`src/rtl/timebase_pkg.sv`:
```
// rtl/timebase_pkg.sv - shared state encoding, default dividers and width helper for the timebase
package timebase_pkg;

    localparam logic [1:0] ST_PAUSE = 2'd0;
    localparam logic [1:0] ST_RUN   = 2'd1;
    localparam logic [1:0] ST_FAST  = 2'd2;
    localparam logic [1:0] ST_SYNC  = 2'd3;

    localparam int DEF_SEC_DIV  = 100_000_000;
    localparam int DEF_FAST_DIV = 25_000_000;
    localparam int DEF_SCAN_DIV = 250_000;

    function automatic int cnt_width(input int limit);
        return (limit > 1) ? $clog2(limit) : 1;
    endfunction

endpackage

```
`src/rtl/tick_prescaler.sv`:
```
// rtl/tick_prescaler.sv - modulo counter 0..last with clear, enable and terminal-count flag
module tick_prescaler
    import timebase_pkg::*;
#(
    parameter int LIMIT = 2,
    localparam int W = cnt_width(LIMIT)
) (
    input  logic         clk,
    input  logic         rst_n,
    input  logic         en,
    input  logic         clr,
    input  logic [W-1:0] last,
    output logic [W-1:0] cnt,
    output logic         wrap
);

    // wrap flags the terminal count while enabled; the owner decides whether it becomes a tick
    assign wrap = en && (cnt == last);

    always_ff @(posedge clk or negedge rst_n) begin
        if (!rst_n) begin
            cnt <= '0;
        end else if (clr) begin
            cnt <= '0;
        end else if (en) begin
            cnt <= wrap ? '0 : cnt + 1'b1;
        end
    end

endmodule

```
`src/rtl/timebase_scheduler.sv`:
```
// rtl/timebase_scheduler.sv - seconds/scan/blink clock enables with pause/run/fast/sync sequencing
module timebase_scheduler
    import timebase_pkg::*;
#(
    parameter int SEC_DIV  = DEF_SEC_DIV,
    parameter int FAST_DIV = DEF_FAST_DIV,
    parameter int SCAN_DIV = DEF_SCAN_DIV
) (
    input  logic       clk,
    input  logic       rst_n,
    input  logic       run,
    input  logic       fast,
    input  logic       sync_req,
    output logic       sync_ack,
    output logic       sec_tick,
    output logic       scan_tick,
    output logic       blink,
    output logic [1:0] state
);

    localparam int SEC_LIMIT = (SEC_DIV > FAST_DIV) ? SEC_DIV : FAST_DIV;
    localparam int SW = cnt_width(SEC_LIMIT);
    localparam int CW = cnt_width(SCAN_DIV);
    localparam int BW = cnt_width(SEC_DIV);

    localparam logic [SW-1:0] SEC_LAST      = SW'(SEC_DIV - 1);
    localparam logic [SW-1:0] FAST_LAST     = SW'(FAST_DIV - 1);
    localparam logic [CW-1:0] SCAN_LAST     = CW'(SCAN_DIV - 1);
    localparam logic [BW-1:0] BLINK_LAST    = BW'(SEC_DIV - 1);
    localparam logic [BW-1:0] BLINK_ON_LAST = BW'(SEC_DIV / 2 - 1);

    logic [1:0]    state_nxt;
    logic          sec_en, sec_clr, sec_wrap;
    logic [SW-1:0] sec_last, sec_cnt;
    logic [CW-1:0] scan_cnt;
    logic          scan_wrap;
    logic [BW-1:0] blink_cnt;
    logic          blink_clr, blink_wrap;
    logic          unused_cnt;

    always_comb begin
        state_nxt = ST_PAUSE;
        if (sync_req && (state != ST_SYNC)) begin
            state_nxt = ST_SYNC;
        end else if (fast) begin
            state_nxt = ST_FAST;
        end else if (run) begin
            state_nxt = ST_RUN;
        end
    end

    // Entering or leaving FAST restarts the seconds count so it never exceeds the new limit
    assign sec_en    = (state == ST_RUN) || (state == ST_FAST);
    assign sec_clr   = (state == ST_SYNC) || ((state_nxt == ST_FAST) != (state == ST_FAST));
    assign sec_last  = (state == ST_FAST) ? FAST_LAST : SEC_LAST;
    assign blink_clr = (state == ST_SYNC);

    // raw counts are kept visible for debug only
    assign unused_cnt = ^{sec_cnt, scan_cnt};

    tick_prescaler #(.LIMIT(SEC_LIMIT)) u_sec (
        .clk  (clk),
        .rst_n(rst_n),
        .en   (sec_en),
        .clr  (sec_clr),
        .last (sec_last),
        .cnt  (sec_cnt),
        .wrap (sec_wrap)
    );

    tick_prescaler #(.LIMIT(SCAN_DIV)) u_scan (
        .clk  (clk),
        .rst_n(rst_n),
        .en   (1'b1),
        .clr  (1'b0),
        .last (SCAN_LAST),
        .cnt  (scan_cnt),
        .wrap (scan_wrap)
    );

    tick_prescaler #(.LIMIT(SEC_DIV)) u_blink (
        .clk  (clk),
        .rst_n(rst_n),
        .en   (1'b1),
        .clr  (blink_clr),
        .last (BLINK_LAST),
        .cnt  (blink_cnt),
        .wrap (blink_wrap)
    );

    // blink is registered from the counter's next value so it stays in step with blink_cnt
    always_ff @(posedge clk or negedge rst_n) begin
        if (!rst_n) begin
            state     <= ST_PAUSE;
            sec_tick  <= 1'b0;
            scan_tick <= 1'b0;
            sync_ack  <= 1'b0;
            blink     <= 1'b1;
        end else begin
            state     <= state_nxt;
            sec_tick  <= sec_wrap && (state_nxt == state);
            scan_tick <= scan_wrap;
            sync_ack  <= (state == ST_SYNC);
            blink     <= (blink_clr || blink_wrap) ? 1'b1 : (blink_cnt < BLINK_ON_LAST);
        end
    end

endmodule

```
`config.mk`:
```
export PLATFORM = sky130hd
export DESIGN_NAME = timebase_scheduler
export DESIGN_NICKNAME = d
export VERILOG_FILES = /design/src/rtl/timebase_pkg.sv /design/src/rtl/tick_prescaler.sv /design/src/rtl/timebase_scheduler.sv
export SDC_FILE = /design/constraint.sdc
export NUM_CORES = 1
export LEC_CHECK = 0
export CORE_MARGIN = 1.5
export CORE_UTILIZATION = 60
export DETAILED_ROUTE_END_ITERATION = 16
export PLACE_DENSITY_LB_ADDON = 0.3
export SYNTH_ARGS = -nofsm -noshare
export SYNTH_HDL_FRONTEND = slang
export SYNTH_SLANG_ARGS = --single-unit
```
`constraint.sdc`:
```
create_clock -name clk -period 2.4 [get_ports clk]
set_input_delay 0.48 -clock clk [delete_from_list [all_inputs] [get_ports clk]]
set_output_delay 0.48 -clock clk [all_outputs]
set_load 0.005 [all_outputs]
```
==> impl_metrics.py, run 1 <==
metrics = {
    "synthesis": {
        "async_reset_ff_share_pct": 100,
        "post_synth_xor_area_fraction_pct": 13.0,
        "synth-compound-area-share_pct": 9.74,
        "synth.net_count": 423,
        "synth_fa_ha_area_share_pct": 1.52,
        "syn_area_per_cell_sq_um": 9.96,
        "yosysUniqueCellTypes": 47,
        "synth_top_flop_cell": "dfrtp_1",
        "syn_inst": 413,
        "synth_edf_count": 0,
        "synth_top_family_by_area": "simple AND/OR/NAND/NOR gates",
        "ys_warn_count": 0,
        "muxShareOfSynthArea_pct": 0.609,
        "syn_area_sq_um": 4110,
        "yosysSeqAreaShare_pct": 47.5,
        "yosys.area_share.simple_pct": 24.2,
        "ys_ff_latch": 78,
    },
    "finish": {
        "multi_input_area_sq_um": 2020,
        "syn_to_final_growth_pct": 10.4,
        "regArea_sq_um": 1950,
        "antennaDiodeCount": 0,
        "drive_gt1_share_pct": 9.89,
        "fill_cells": 497,
        "nets": 440,
    },
    "clock_network": {
        "clock-sinks": 78,
        "clk-insertion-delay-late_ps": 340,
        "clkTransAtPathRegs_ps": 80,
        "htreeDepth": 3,
        "post_cts_resized": 0,
        "postCtsSetupBuffers": 0,
        "clock_tree.root_cell": "clkbuf_8",
        "hold_buffers": 0,
        "cts_tree": "done",
        "cts_buffers": 9,
        "clk_path_buf_depth": 2,
    },
    "timing": {
        "fin_skew_ps": 12.9,
        "max_freq_mhz": 440,
        "drv_slew": 0,
        "finalHoldViolCount": 0,
        "rsz0062_at_grt": "no",
        "min_period_ps": 2270,
        "worst_pin_slew_ps": 620,
        "setup_viol": 0,
        "maxSlewHeadroom_pct": 58.3,
        "finalSetupTns_ps": 0,
        "post-route-period-util_pct": 94.6,
        "worst_slack_ps": 130,
    },
    "global_routing": {
        "grt_start_max_net_pins": 42,
        "antenna_found_initial": 0,
        "grt_pass1_vias": 3070,
        "overflow": 0,
        "track_usage_pct": 24.1,
        "grt_pass1_wl_microns": 14000,
    },
    "worst_setup_path": {
        "endpoint_kind": "flop",
        "cp_max_fo": 16,
        "critical_path_class": "reg2reg",
        "worstPathRequired_ps": 2620,
        "worst-endpoint-arrival_ps": 2490,
        "critPathLaunchType": "flop",
    },
    "routing": {
        "routedWlPerCell_microns": 15.6,
        "drc": 0,
        "routed_via_density": 6.02,
        "totalWireLength_microns": 8010,
        "drt-initial-drc-count": 91,
        "ant_nets": 0,
        "vias": 3082,
        "dr.pass1.iters": 6,
    },
    "placed_design": {
        "globalplace.congestion": 0.850,
        "portBuffers": 10,
        "dp_hpwl_microns": 5630,
        "pre_cts_ws_ps": -0.957,
    },
    "run": {
        "maxCapViolCount": 0,
    },
    "die": {
        "initial_core_util_pct": 63.3,
        "die_h_microns": 85.8,
        "design.core.area_sq_um": 6490,
        "die-area_sq_um": 7360,
        "ios": 11,
        "std_cell_rows": 29,
        "fp.dieW_microns": 85.8,
    },
    "power": {
        "vdd_drop_max_uv": 335,
        "leakage_nw": 1.81,
        "power_per_cell_area_nw_per_um2": 552,
    },
    "worst_hold_path": {
        "hp-class": "in2async",
    },
    "run_status": {
        "outcome": "complete, no violations",
    },
}
-- power breakdown --
group	internal (W)	switching, W
sequential	0.00135	0.0000283
clock	0.000408	0.000441
combinational	0.000110	0.000170
total	0.00187	0.000640
-- kinds of logic after synthesis --
kind of cell / after synthesis
buffers and inverters: 34
xor gates and xnor gates: 61
AOI/OAI and AO/OA: 46
adders and majority gates: 5
DFF: 78
muxes: 2
and+or+nand+nor: 187
-- cell type report --
type | count | area share [%]
timing repair buffer | 24 | 5.57
multi-input combinational | 301 | 44.4
tap | 77 | 2.12
clock buffer | 16 | 3.53
inverter | 16 | 1.32
sequential | 78 | 43.0
-- flip-flops by register name, indices dropped and copies added (netlist names) --
| register | count |
|---|---|
| state | 2 |
| u_scan.cnt | 18 |
| blink | 1 |
| u_sec.cnt | 27 |
| u_blink.cnt | 27 |
| sec_tick | 1 |
| sync_ack | 1 |
| scan_tick | 1 |
-- cell usage after synthesis, types with 2 or more instances --
cell        n  area share (%)
a211oi_1   10             1.8
nand2b_1    3            0.46
nand2_1    34             3.1
ha_1        5             1.5
a21oi_1    10             1.2
o31ai_1     4            0.73
or4_1       2            0.37
nand3_1    23             2.8
nor2_1     56             5.1
a31o_2      2            0.43
o21ai_0     4            0.49
o31ai_2     3            0.91
nand4_1    11             1.7
xnor2_1    46             9.8
nor2b_1     4            0.61
xor2_1     15             3.2
and3_1      7             1.1
nor3_1      7            0.85
or4b_2      2            0.49
a2111oi_4   3             2.0
dfrtp_1    77              47
nor4_1     12             1.8
clkbuf_1   11             1.0
nor4_4      3             1.6
inv_1      16             1.5
a2111oi_0   5             1.1
and4_1      7             1.5
buf_2       5            0.61
or3_1       7             1.1
buf_4       2            0.37
-- layout by cell type, fill, tap and decap left out, types with 2 or more instances in the layout --
| cell | count |
|---|---|
| a2111oi_0 | 5 |
| a2111oi_4 | 3 |
| a211oi_1 | 10 |
| a21oi_1 | 10 |
| a31o_2 | 2 |
| and3_1 | 7 |
| and4_1 | 7 |
| buf_12 | 4 |
| buf_4 | 11 |
| clkbuf_1 | 6 |
| clkbuf_8 | 10 |
| clkdlybuf4s50_1 | 9 |
| dfrtp_1 | 77 |
| ha_1 | 5 |
| inv_1 | 16 |
| nand2_1 | 34 |
| nand2b_1 | 3 |
| nand3_1 | 23 |
| nand4_1 | 11 |
| nor2_1 | 56 |
| nor2b_1 | 4 |
| nor3_1 | 7 |
| nor4_1 | 12 |
| nor4_4 | 3 |
| o21ai_0 | 4 |
| o31ai_1 | 4 |
| o31ai_2 | 3 |
| or3_1 | 7 |
| or4_1 | 2 |
| or4b_2 | 2 |
| xnor2_1 | 46 |
| xor2_1 | 15 |
-- through the flow --
step	instance area (sq um)	utilization (%)	hold slack, ps	power [W]	cells
after floorplan	4110	-	184	0.00156	413
after global placement	4380	67.4	445	0.00167	496
after detailed placement	4380	67.4	452	0.00168	496
after CTS	4540	69.9	105	0.00253	512
after global routing	4540	69.9	130	0.00261	512
final	4540	69.9	89.6	0.00251	512
-- layer usage --
metal	vias up	track usage, %	wire [microns]	share of wire (%)
li1	1480	-	-	-
met1	1515	29.9	3560	44
met2	70	41.6	4060	51
met3	17	3.56	241	3.0
met4	0	11.1	149	1.9
met5	-	0	0	0
-- final timing paths --
check	cells after the start	startpoint	slack, ps	endpoint
min in group clk	1	u_blink.cnt[0]	450	u_blink.cnt[0]
worst max register to register	8	state[0]	130	u_sec.cnt[24]
worst max-delay path	8	state[0]	130	u_sec.cnt[24]
max in group asynchronous	2	rst_n	1660	blink
worst min register to register	1	u_blink.cnt[0]	450	u_blink.cnt[0]
worst min-delay path	1	rst_n	90	sync_ack
-- critical path, stage by stage, from the launching register on --
cell	delay, ps
dfrtp_1	350
inv_1	60
ha_1	300
or4b_2	660
nor4_1	200
nand4_1	180
nand2_2	150
buf_12	160
o31ai_1	80
Power figures use the tool's default switching activity.
==> run 2, diff against run 1 <==
--- a/config.mk
+++ b/config.mk
@@ -12,3 +12,4 @@
 export SYNTH_ARGS = -nofsm -noshare
 export SYNTH_HDL_FRONTEND = slang
 export SYNTH_SLANG_ARGS = --single-unit
+export TNS_END_PERCENT = 5
==> constraint.sdc (replaced) <==
create_clock -name clk -period 2.5 [get_ports clk]
set_input_delay 0.5 -clock clk [delete_from_list [all_inputs] [get_ports clk]]
set_output_delay 0.5 -clock clk [all_outputs]
set_load 0.005 [all_outputs]
==> run 2 against run 1 <==
Against the previous run:
- combinational power is 6% lower
- fmax is 2.7% lower
- final area is 0.72% higher
- global-route usage is 0.26 points higher
- core utilization is 0.50 points higher
- via count is 1.5% lower
- flip-flop and latch count stayed put
- clock skew is 6.9 ps lower
- die area stayed put
- cell count is 0.59% lower
- worst hold slack worse by 1.4 ps
- clock power is 24% higher
==> impl_metrics.py, run 2 (same netlist as run 1, synthesis figures left out) <==
metrics = {
    "run_status": {
        "outcome": "complete, no violations",
    },
    "worst_setup_path": {
        "crit_path_max_incr_delay_ps": 680,
        "timing.rr.start": "state[0]",
        "worst-endpoint-arrival_ps": 2570,
        "endpoint_kind": "flop",
        "slowest_stage": "or4b_2",
        "reg2reg_depth": 8,
        "cp_max_fo": 11,
        "crit_chain": "inv_1 > ha_1 > or4b_2 > nor4_2 > nand4_1 > nand2_2 > buf_4 > o31ai_1",
        "crit_path_start": "state[0]",
        "reg2reg_to": "u_sec.cnt[0]",
        "worstPathRequired_ps": 2730,
        "critPathLaunchType": "flop",
        "critPathCapture": "u_sec.cnt[0]",
        "critical_path_class": "reg2reg",
        "r2r_slack_ps": 170,
    },
    "power": {
        "vdd_drop_max_uv": 379,
        "p_switching_w": 0.000678,
        "power_per_cell_area_nw_per_um2": 576,
        "combPwrFrac_pct": 10.0,
        "leakage_nw": 1.82,
        "pwr-share-seq_pct": 50.2,
        "pwr-share-clk_pct": 39.8,
        "switching_share_pct": 25.8,
        "p_int_w": 0.00196,
    },
    "clock_network": {
        "clk-insertion-delay-late_ps": 360,
        "cts_buffers": 9,
        "hold_buffers": 0,
        "clk_path_buf_depth": 2,
        "clock-sinks": 78,
        "clkTransAtPathRegs_ps": 80,
        "cts_tree": "done",
        "post_cts_resized": 0,
        "postCtsSetupBuffers": 0,
        "htreeDepth": 3,
        "clock_tree.root_cell": "clkbuf_8",
    },
    "global_routing": {
        "overflow": 0,
        "antenna_found_initial": 0,
        "grt_pass1_wl_microns": 14100,
        "track_usage_pct": 24.3,
        "grt_pass1_vias": 3135,
        "grt_start_max_net_pins": 45,
    },
    "routing": {
        "vias": 3035,
        "routed_via_density": 5.96,
        "routedWlPerCell_microns": 15.7,
        "totalWireLength_microns": 8010,
        "drc": 0,
        "drt-initial-drc-count": 132,
        "ant_nets": 0,
        "dr.pass1.iters": 4,
    },
    "timing": {
        "finalSetupTns_ps": 0,
        "max_freq_mhz": 428,
        "drv_slew": 0,
        "maxSlewHeadroom_pct": 55.5,
        "min_period_ps": 2330,
        "setup_viol": 0,
        "rsz0062_at_grt": "no",
        "post-route-period-util_pct": 93.4,
        "worst_slack_ps": 166,
        "fin_skew_ps": 6.02,
        "worst_pin_slew_ps": 661,
        "finalHoldViolCount": 0,
    },
    "die": {
        "fp.dieW_microns": 85.8,
        "initial_core_util_pct": 63.3,
        "std_cell_rows": 29,
        "ios": 11,
        "die-area_sq_um": 7360,
        "die_h_microns": 85.8,
        "design.core.area_sq_um": 6490,
    },
    "placed_design": {
        "dp_hpwl_microns": 5620,
        "pre_cts_ws_ps": 32.8,
        "globalplace.congestion": 0.879,
        "post_dp_cell_area_sq_um": 4340,
        "portBuffers": 10,
    },
    "finish": {
        "drive_gt1_share_pct": 10.9,
        "antennaDiodeCount": 0,
        "regArea_sq_um": 1950,
        "design_area_sq_um": 4570,
        "layout_commonest_cell": "dfrtp_1",
        "multi_input_area_sq_um": 2020,
        "fill_cells": 467,
        "reg_top3": "u_blink.cnt: 27 flops, u_sec.cnt: 27 flops, u_scan.cnt: 18 flops",
        "final_cell_mix": "dfrtp_1, nor2_1, xnor2_1",
        "syn_to_final_growth_pct": 11.2,
        "nets": 437,
    },
    "worst_hold_path": {
        "hp-class": "in2async",
    },
    "run": {
        "maxCapViolCount": 0,
    },
}
run 2: changes by cell type in the layout (fill, tap and decap cells not counted), moves of 2 or more:
cell,before,now
bufinv_16,0,2
clkinvlp_4,0,2
buf_4,11,9
clkbuf_1,6,0
run 2: through the flow:
stage	power [W]	cells	hold slack (ps)	util [%]
after detailed placement	0.00161	493	456	66.9
final	0.00263	509	88.2	70.4
after global routing	0.00274	509	120	70.4
after CTS	0.00264	509	102	70.3
after floorplan	0.00149	413	204	-
after global placement	0.00160	493	447	66.9
run 2: critical path: cells and delay by family, from the launching register on:
kind,cells,cell delay [ps]
buf+inv,2,280
fa+ha+maj,1,300
compound gates,1,80
flops,1,390
simple gates,4,1170
run 2: final cells by class:
cell class,count,share of cell area (%)
Sequential cell,78,42.7
Timing Repair Buffer,21,4.76
Inverter,16,1.31
Tap cell,77,2.11
Multi-Input combinational cell,301,44.3
Clock buffer,9,2.71
Clock inverter,7,2.13
run 2: how the worst min path moves through the flow:
stage	start	slack, ps	cells past startpoint	end
2_1_floorplan	rst_n	200	0	scan_tick
3_3_place_gp	u_blink.cnt[0]	450	1	u_blink.cnt[0]
3_5_place_dp	u_blink.cnt[0]	460	1	u_blink.cnt[0]
4_1_cts	rst_n	100	1	sync_ack
5_1_grt	rst_n	120	1	u_sec.cnt[8]
6_report	rst_n	90	1	sync_ack
run 2: layer usage:
layer  vias up  global-route usage [%]  wire [microns]
met2        44                    41.2            3970
met3        17                    4.43             189
li1       1477                       -               -
met1      1497                    29.5            3620
met4         0                    13.3             228
met5         -                       0               0
run 2: power by group through the flow:
stage	Clock, W	Combinational (W)	Sequential [W]
floorplan	0	0.000152	0.00134
global placement	0	0.000255	0.00134
detailed placement	0	0.000264	0.00135
CTS	0.00106	0.000265	0.00132
global route	0.00111	0.000297	0.00133
finish	0.00105	0.000263	0.00132
